## src/rtl/cmul_pkg.sv

```systemverilog
// cmul_pkg: shared types and helpers for the parametrised complex-multiply controller.
`default_nettype none

package cmul_pkg;

  typedef enum logic [1:0] {
    ST_IDLE     = 2'd0,
    ST_MULT     = 2'd1,
    ST_COMPUTE  = 2'd2,
    ST_WAIT_RES = 2'd3
  } state_e;

  // Product slots: P0=ar*br, P1=ai*bi, P2=ar*bi, P3=ai*br
  localparam int P0 = 0;
  localparam int P1 = 1;
  localparam int P2 = 2;
  localparam int P3 = 3;

  function automatic int clog2(input int value);
    int r = 0;
    for (int i = 0; i < 31; i++) begin
      if ((1 << i) < value) r = i + 1;
    end
    return r;
  endfunction

  function automatic int idx_width(input int count);
    return (count > 1) ? clog2(count) : 1;
  endfunction

  function automatic bit num_mult_ok(input int n);
    return (n == 1) || (n == 2) || (n == 4);
  endfunction

endpackage

`default_nettype wire

```

## src/rtl/cmul_pass_cnt.sv

```systemverilog
// cmul_pass_cnt: latency counter within a pass and pass index across an operation.
`default_nettype none

module cmul_pass_cnt
  import cmul_pkg::*;
#(
  parameter int PASSES   = 2,
  parameter int MULT_LAT = 1,
  parameter int PIDX_W   = 1
) (
  input  logic              clk,
  input  logic              rstn,
  input  logic              clr_i,
  input  logic              en_i,
  output logic [PIDX_W-1:0] pass_idx_o,
  output logic              last_pass_o,
  output logic              pass_done_o
);

  localparam int LAT_W = idx_width(MULT_LAT);
  localparam logic [LAT_W-1:0]  LAT_MAX  = LAT_W'(MULT_LAT - 1);
  localparam logic [PIDX_W-1:0] PASS_MAX = PIDX_W'(PASSES - 1);

  logic [LAT_W-1:0]  lat_q, lat_d;
  logic [PIDX_W-1:0] pass_q, pass_d;

  assign pass_done_o = (lat_q == LAT_MAX);
  assign last_pass_o = (pass_q == PASS_MAX);
  assign pass_idx_o  = pass_q;

  // Wrapping back to 0 after the final pass leaves the counter ready for a back-to-back op.
  always_comb begin
    lat_d  = lat_q;
    pass_d = pass_q;
    if (clr_i) begin
      lat_d  = '0;
      pass_d = '0;
    end else if (en_i) begin
      if (pass_done_o) begin
        lat_d  = '0;
        pass_d = last_pass_o ? '0 : pass_q + 1'b1;
      end else begin
        lat_d  = lat_q + 1'b1;
      end
    end
  end

  always_ff @(posedge clk or negedge rstn) begin
    if (!rstn) begin
      lat_q  <= '0;
      pass_q <= '0;
    end else begin
      lat_q  <= lat_d;
      pass_q <= pass_d;
    end
  end

endmodule

`default_nettype wire

```

## src/rtl/cmul_ctrl_param.sv

```systemverilog
// cmul_ctrl_param: sequences the four real products of a complex multiply over NUM_MULT
// multipliers, then gates the final add/sub and runs the operand/result handshakes.
`default_nettype none

module cmul_ctrl_param
  import cmul_pkg::*;
#(
  parameter  int NUM_MULT = 2,
  parameter  int MULT_LAT = 1,
  localparam int PASSES   = 4 / ((NUM_MULT > 0) ? NUM_MULT : 1),
  localparam int PIDX_W   = idx_width(PASSES)
) (
  input  logic              clk,
  input  logic              rstn,
  input  logic              sw_rst,
  input  logic              op_val,
  output logic              op_ready,
  input  logic              conj_in,
  output logic              op_load,
  output logic [PIDX_W-1:0] pass_idx,
  output logic              prod_we,
  output logic              compute_enable,
  output logic              conj_mode,
  output logic              res_val,
  input  logic              res_ready,
  output logic              busy
);

  if (!num_mult_ok(NUM_MULT)) begin : g_bad_num_mult
    $error("cmul_ctrl_param: NUM_MULT must be 1, 2 or 4");
  end

  if (MULT_LAT < 1) begin : g_bad_mult_lat
    $error("cmul_ctrl_param: MULT_LAT must be at least 1");
  end

  state_e state_q, state_d;
  logic   conj_q;
  logic   cnt_clr;
  logic   cnt_en;
  logic   last_pass;
  logic   pass_done;

  assign busy           = (state_q != ST_IDLE);
  assign res_val        = (state_q == ST_WAIT_RES);
  // A result handshake frees the controller in the same cycle, allowing back-to-back accepts.
  assign op_ready       = ~sw_rst & ((state_q == ST_IDLE) | (res_val & res_ready));
  assign op_load        = op_val & op_ready;
  assign prod_we        = ~sw_rst & (state_q == ST_MULT) & pass_done;
  assign compute_enable = ~sw_rst & (state_q == ST_COMPUTE);
  assign conj_mode      = conj_q;

  assign cnt_clr = sw_rst | op_load;
  assign cnt_en  = (state_q == ST_MULT);

  cmul_pass_cnt #(
    .PASSES   (PASSES),
    .MULT_LAT (MULT_LAT),
    .PIDX_W   (PIDX_W)
  ) u_pass_cnt (
    .clk         (clk),
    .rstn        (rstn),
    .clr_i       (cnt_clr),
    .en_i        (cnt_en),
    .pass_idx_o  (pass_idx),
    .last_pass_o (last_pass),
    .pass_done_o (pass_done)
  );

  always_comb begin
    state_d = state_q;
    case (state_q)
      ST_IDLE: begin
        if (op_load) state_d = ST_MULT;
      end
      ST_MULT: begin
        if (pass_done && last_pass) state_d = ST_COMPUTE;
      end
      ST_COMPUTE: begin
        state_d = ST_WAIT_RES;
      end
      ST_WAIT_RES: begin
        if (res_ready) state_d = op_load ? ST_MULT : ST_IDLE;
      end
      default: begin
        state_d = ST_IDLE;
      end
    endcase
  end

  always_ff @(posedge clk or negedge rstn) begin
    if (!rstn) begin
      state_q <= ST_IDLE;
      conj_q  <= 1'b0;
    end else if (sw_rst) begin
      state_q <= ST_IDLE;
      conj_q  <= 1'b0;
    end else begin
      state_q <= state_d;
      if (op_load) conj_q <= conj_in;
    end
  end

endmodule

`default_nettype wire
```

## config.mk

```make
export PLATFORM = sky130hd
export DESIGN_NAME = cmul_ctrl_param
export DESIGN_NICKNAME = d
export VERILOG_FILES = /design/src/rtl/cmul_pkg.sv /design/src/rtl/cmul_pass_cnt.sv /design/src/rtl/cmul_ctrl_param.sv
export SDC_FILE = /design/constraint.sdc
export NUM_CORES = 1
export LEC_CHECK = 0
export ABC_AREA = 1
export BUFFER_PORTS_ARGS = -buffer_cell sky130_fd_sc_hd__buf_2
export CORE_AREA = 2 2 39 41
export DETAILED_ROUTE_END_ITERATION = 7
export DIE_AREA = 0 0 41 43
export PLACE_DENSITY = 0.45
export SLEW_MARGIN = 20
export SYNTH_ARGS = -nofsm -noshare
export SYNTH_HDL_FRONTEND = slang
export SYNTH_SLANG_ARGS = --single-unit
```

## constraint.sdc

```tcl
create_clock -name clk -period 1.3 [get_ports clk]
set_input_delay 0.325 -clock clk [delete_from_list [all_inputs] [get_ports clk]]
set_output_delay 0.325 -clock clk [all_outputs]
set_load 0.005 [all_outputs]
```

## After elaboration in Yosys (flattened, before gate mapping)

Cells that the tools add are included.

- Bits in registers: 5
- Input port bits: 6
- Output and inout bits: 8
- Logic and storage cells: 45

- $add $sub $neg: 2
- Equal/unequal tests: 7
- Muxes and demuxes: 15
- Bitwise logic cells: 10
- Reduce and logical (&&, ||, !) cells: 7

Operator list:

| operator | count |
|---|---|
| $mux W1 | 10 |
| $mux W2 | 4 |
| $pmux W2 S4 | 1 |
| $and A1 B1 Y1 | 6 |
| $ne A3 B2 Y1 const B | 2 |
| $reduce_bool A2 Y1 | 3 |
| $eq A2 B2 Y1 const B | 2 |
| $ne A3 B3 Y1 const B | 1 |
| $reduce_and A3 Y1 | 1 |
| $add A1 B1 Y1 const B | 2 |
| $eq A2 B1 Y1 const B | 1 |
| $logic_not A2 Y1 | 1 |
| $ne A2 B2 Y1 const B | 1 |
| $not A1 Y1 | 2 |
| $or A1 B1 Y1 | 2 |
| $reduce_and A2 Y1 | 1 |
| $logic_and A1 B1 Y1 | 1 |

## Longest topological paths before layout

- Depth in word-level cells: 9
- Mapped depth: 8
- Mapped depth without buffers: 8

## By module

A second synthesis with hierarchy kept.

- Cells, all modules: 51
- Area, all modules: 351.6 um^2

By module, submodules not included:

| module | times used | cells an instance | area each (um^2) | seq. area each (um^2) |
|---|---|---|---|---|
| cmul_ctrl_param | 1 | 42 | 289.0 | 75.1 |
| cmul_pass_cnt | 1 | 9 | 62.6 | 25.0 |

## Worst setup path before layout

Ideal clock, no wire load.

- Path kind: register -> output
- From: register state_q[0]
- To: output port op_load
- Arrival time: 1.121 ns
- Data required time: 0.975 ns
- Setup slack: -0.146 ns
- Cell stages (with the launch flop): 7
- Buffers on the path: 0
- Cell sequence: dfrtp_1 -> inv_1 -> ha_1 -> inv_1 -> a21oi_1 -> nand2_1 -> clkinv_2

- Word-level cells in the longest chain between the ends: 5
- Elaborated cells on any way between the ends: 6
- Those cells by class: 1 x eq/ne; 4 x bitwise; 1 x reduce/logical

RTL lines:

| element | RTL line | text |
|---|---|---|
| start: declaration | cmul_ctrl_param.sv:37 | `state_e state_q, state_d;` |
| start signal: assignment | cmul_ctrl_param.sv:99 | `state_q <= state_d;` |
| $eq A2 B2 Y1 | cmul_ctrl_param.sv:45 | `assign res_val = (state_q == ST_WAIT_RES);` |
| $and A1 B1 Y1 | cmul_ctrl_param.sv:47 | `assign op_ready = ~sw_rst & ((state_q == ST_IDLE) \| (res_val & res_ready));` |
| $or A1 B1 Y1 (*) | cmul_ctrl_param.sv:47 |  |
| $and A1 B1 Y1 (*) | cmul_ctrl_param.sv:47 |  |
| via op_ready | cmul_ctrl_param.sv:17 | `output logic op_ready,` |
| $and A1 B1 Y1 (*) | cmul_ctrl_param.sv:48 | `assign op_load = op_val & op_ready;` |
| end: declaration | cmul_ctrl_param.sv:19 | `output logic op_load,` |

The timed path passes the listed nets; every way through them passes the cells marked *.

## Worst setup path after layout

- From: register state_q[1]
- To: output port op_load

- Word-level cells in the longest chain between the ends: 5
- Elaborated cells on any way between the ends: 6
- Those cells by class: 1 x eq/ne; 4 x bitwise; 1 x reduce/logical

RTL lines:

| element | RTL line |
|---|---|
| $eq A2 B2 Y1 | cmul_ctrl_param.sv:45 |
| $and A1 B1 Y1 | cmul_ctrl_param.sv:47 |
| $or A1 B1 Y1 (*) | cmul_ctrl_param.sv:47 |
| $and A1 B1 Y1 (*) | cmul_ctrl_param.sv:47 |
| $and A1 B1 Y1 (*) | cmul_ctrl_param.sv:48 |

Every way passes the cells marked *; elsewhere a longest branch is shown, timed or not.

==> impl_metrics.env <==
export IMPL_maxSlewViolCount=0
export IMPL_syn_nets=54
export IMPL_ant_nets=0
export IMPL_clk_pin_slew_ns=0.04
export IMPL_grt_pass1_vias=322
export IMPL_rsz0062_at_grt="yes"
export IMPL_synth_edf_count=0
export IMPL_synth_top_family_by_area="simple AND/OR/NAND/NOR gates"
export IMPL_start_kind="flip-flop"
export IMPL_netlist_area_sq_um=312
export IMPL_required_ns=0.98
export IMPL_met3_length_microns=35
export IMPL_yosysTopAreaCell="dfrtp_1"
export IMPL_via_count=359
export IMPL_die_w_microns=41
export IMPL_avgSynthCellArea_sq_um=7.08
export IMPL_design_area_sq_um=587
export IMPL_placed_cell_area_sq_um=489
export IMPL_pre_cts_ws_ns=-0.0897
export IMPL_max_stage_delay_ns=0.44
export IMPL_cts_sinks=4
export IMPL_gp_congestion=0.731
export IMPL_skew_ns=0.00484
export IMPL_status="finished with violations"
export IMPL_crit_buf_inv=4
export IMPL_synthSimpleGateAreaFrac_pct=33.3
export IMPL_final_nets=82
export IMPL_ys_seq_area_share_pct=32.1
export IMPL_synthFlopType="dfrtp_1"
export IMPL_grt_ovfl_total=0
export IMPL_relSlewSlack_pct=82.5
export IMPL_crit_path_cell_trace="inv_4 > ha_4 > inv_2 > a21oi_2 > nand2_2 > clkinv_2 > buf_2"
export IMPL_drc_errors=0
export IMPL_io_pins=14
export IMPL_finalPower_w=0.00104
export IMPL_die_h_microns=43
export IMPL_synth_fa_ha_area_share_pct=16.1
export IMPL_row_count=14
export IMPL_synth_seq_cells=4
export IMPL_critPathCaptureType="output port"
export IMPL_synth_top_area_share_pct=32.1
export IMPL_cts_tree="built"
export IMPL_dp_hpwl_microns=675
export IMPL_synth_compound_area_share_pct=3.21
export IMPL_hold_class="in2reg"
export IMPL_yosysUniqueCellTypes=14
export IMPL_drive_above_1_share_pct=59.2
export IMPL_cp_arrival_ns=1.29
export IMPL_cts_buffers=3
export IMPL_layout_setup_ws_ns=-0.315
export IMPL_grt_usage_pct=10.8
export IMPL_syn_inst=44
export IMPL_core_area_sq_um=1380
export IMPL_avgViaCountPerCell=4.13
export IMPL_clk_path_buf_depth=2
export IMPL_grt_max_degree=7
export IMPL_start_util_pct=22.5
export IMPL_yosys_top_cells_area="dfrtp_1, ha_1, nand2_1"
export IMPL_grt_pass1_wl_mm=1.18
export IMPL_fin_crit_sh_pct=124
export IMPL_area_growth_pct=88.4
export IMPL_antenna_found_initial=0
export IMPL_diodes=0
export IMPL_cp_slowest_cell="dfrtp_2"
export IMPL_post_route_min_period_ns=1.61
export IMPL_cts_htree_levels=1
export IMPL_synth_warnings=0
export IMPL_async_flop_share_pct=100
export IMPL_wl_microns=828
export IMPL_max_cap_violations=0
export IMPL_avgRoutedWirePerCell_microns=9.52
export IMPL_clock_latency_ns=0.23
export IMPL_dr_wl_met2_microns=447
export IMPL_worstPathMaxFanout=3
export IMPL_crit_type="reg2out"
export IMPL_synth_most_common_cell="nand2_1"
export IMPL_drtIter0Drc=6
export IMPL_wl_met1_microns=335
export IMPL_fmax_mhz=619
export IMPL_worstMarginPinSlew_ns=0.261
export IMPL_failed_checks="setup timing"
export IMPL_p_leak_nw=0.318
export IMPL_cts_root_buf="clkbuf_4"
export IMPL_ir_drop_v=0.000801
export IMPL_dr_max_layer_used="met4"
export IMPL_power_density_nw_per_um2=1780
export IMPL_synthMuxAreaShare_pct=0
export IMPL_dieArea_sq_um=1760
export IMPL_crit_family="flip-flops"
export IMPL_synth_xor_xnor_area_share_pct=2.81
export IMPL_synth_top_cells_by_count="nand2_1, inv_1, dfrtp_1, ha_1"
export IMPL_numPortBuffers=13
export IMPL_first_pass_iters=2
export IMPL_timing_hold_ws_ns=0.302
export IMPL_setup_viol=6
export IMPL_hold_violations=0
[placed cells by master, fill, tap and decap left out]
| cell type | n |
|---|---|
| ha_4 | 3 |
| xnor2_1 | 1 |
| nand3_1 | 2 |
| dfrtp_2 | 2 |
| buf_6 | 3 |
| dfrtp_1 | 2 |
| inv_2 | 3 |
| ha_1 | 1 |
| nand2_1 | 11 |
| nor2_2 | 1 |
| nand2_2 | 2 |
| clkinv_2 | 1 |
| a21oi_1 | 1 |
| inv_4 | 1 |
| inv_1 | 5 |
| a21oi_2 | 1 |
| clkbuf_1 | 1 |
| nor2_1 | 2 |
| clkbuf_4 | 3 |
| nand4_1 | 1 |
| nand3b_1 | 1 |
| buf_2 | 11 |
| nand3_2 | 2 |
| nor3_4 | 1 |
| dlygate4sd3_1 | 1 |
| buf_4 | 8 |
[routing by layer]
layer / up-vias / track usage [%]
met4: 0 / 12.0
met5: - / 0
met3: 2 / 1.57
met2: 8 / 16.6
met1: 161 / 10.7
li1: 188 / -
[path summary, 6_finish.rpt]
check / start / end / slack, ns / depth (start not counted)
min in group asynchronous: rstn / state_q[1] / 0.42 / 2
worst min register to register: conj_mode / conj_mode / 0.49 / 2
max in group asynchronous: rstn / state_q[0] / 0.75 / 2
worst min-delay path: conj_in / conj_mode / 0.30 / 3
worst max register to register: state_q[1] / conj_mode / 0.04 / 8
worst max-delay path: state_q[1] / op_load / -0.31 / 7
[kinds of logic after synthesis]
kind of cell,Yosys count
compound gates,2
xor+xnor,1
fa+ha+maj,4
buf+inv,10
flops,4
simple gates,23
[where the power goes]
part	switching, W	internal (W)
Combinational	0.000293	0.000358
Sequential	0.0000551	0.000173
Clock	0.0000504	0.000115
Total	0.000399	0.000645
[through the flow]
stage          setup TNS (ns)  util, %  cells
6_report                -1.29     42.4     87
3_3_place_gp           -0.196     35.4     81
4_1_cts                 -1.55     39.2     86
3_5_place_dp           -0.337     35.4     81
2_1_floorplan         -0.0214        -     44
5_1_grt                 -1.72     42.4     87
[area by class of cell]
class                           count  area (sq um)
Clock buffer                        4          26.3
Fill cell                         150           797
Inverter                           10          41.3
Multi-Input combinational cell     30           238
Sequential cell                     4           103
Tap cell                           16          20.0
Timing Repair Buffer               23           159
[flip-flops by register name, summed over array words and instances (netlist names)]
register	count
conj_mode	1
state_q	2
u_pass_cnt.last_pass_o	1
[timing repair]
item,in CTS,in global routing
gates resized for setup,4,8
setup endpoints to repair,10,10
hold endpoints to repair,4,0
pin swaps,1,0
hold buffers,1,0
buffers inserted,1,2
[worst reg2reg max path: cells and delay by family (launching register included)]
family / cells / cell delay (ns)
compound gates: 1 / 0.14
fa+ha+maj: 1 / 0.13
buf+inv: 3 / 0.26
flops: 1 / 0.44
simple gates: 3 / 0.18
Note: power is estimated with default switching activity, not from simulation.
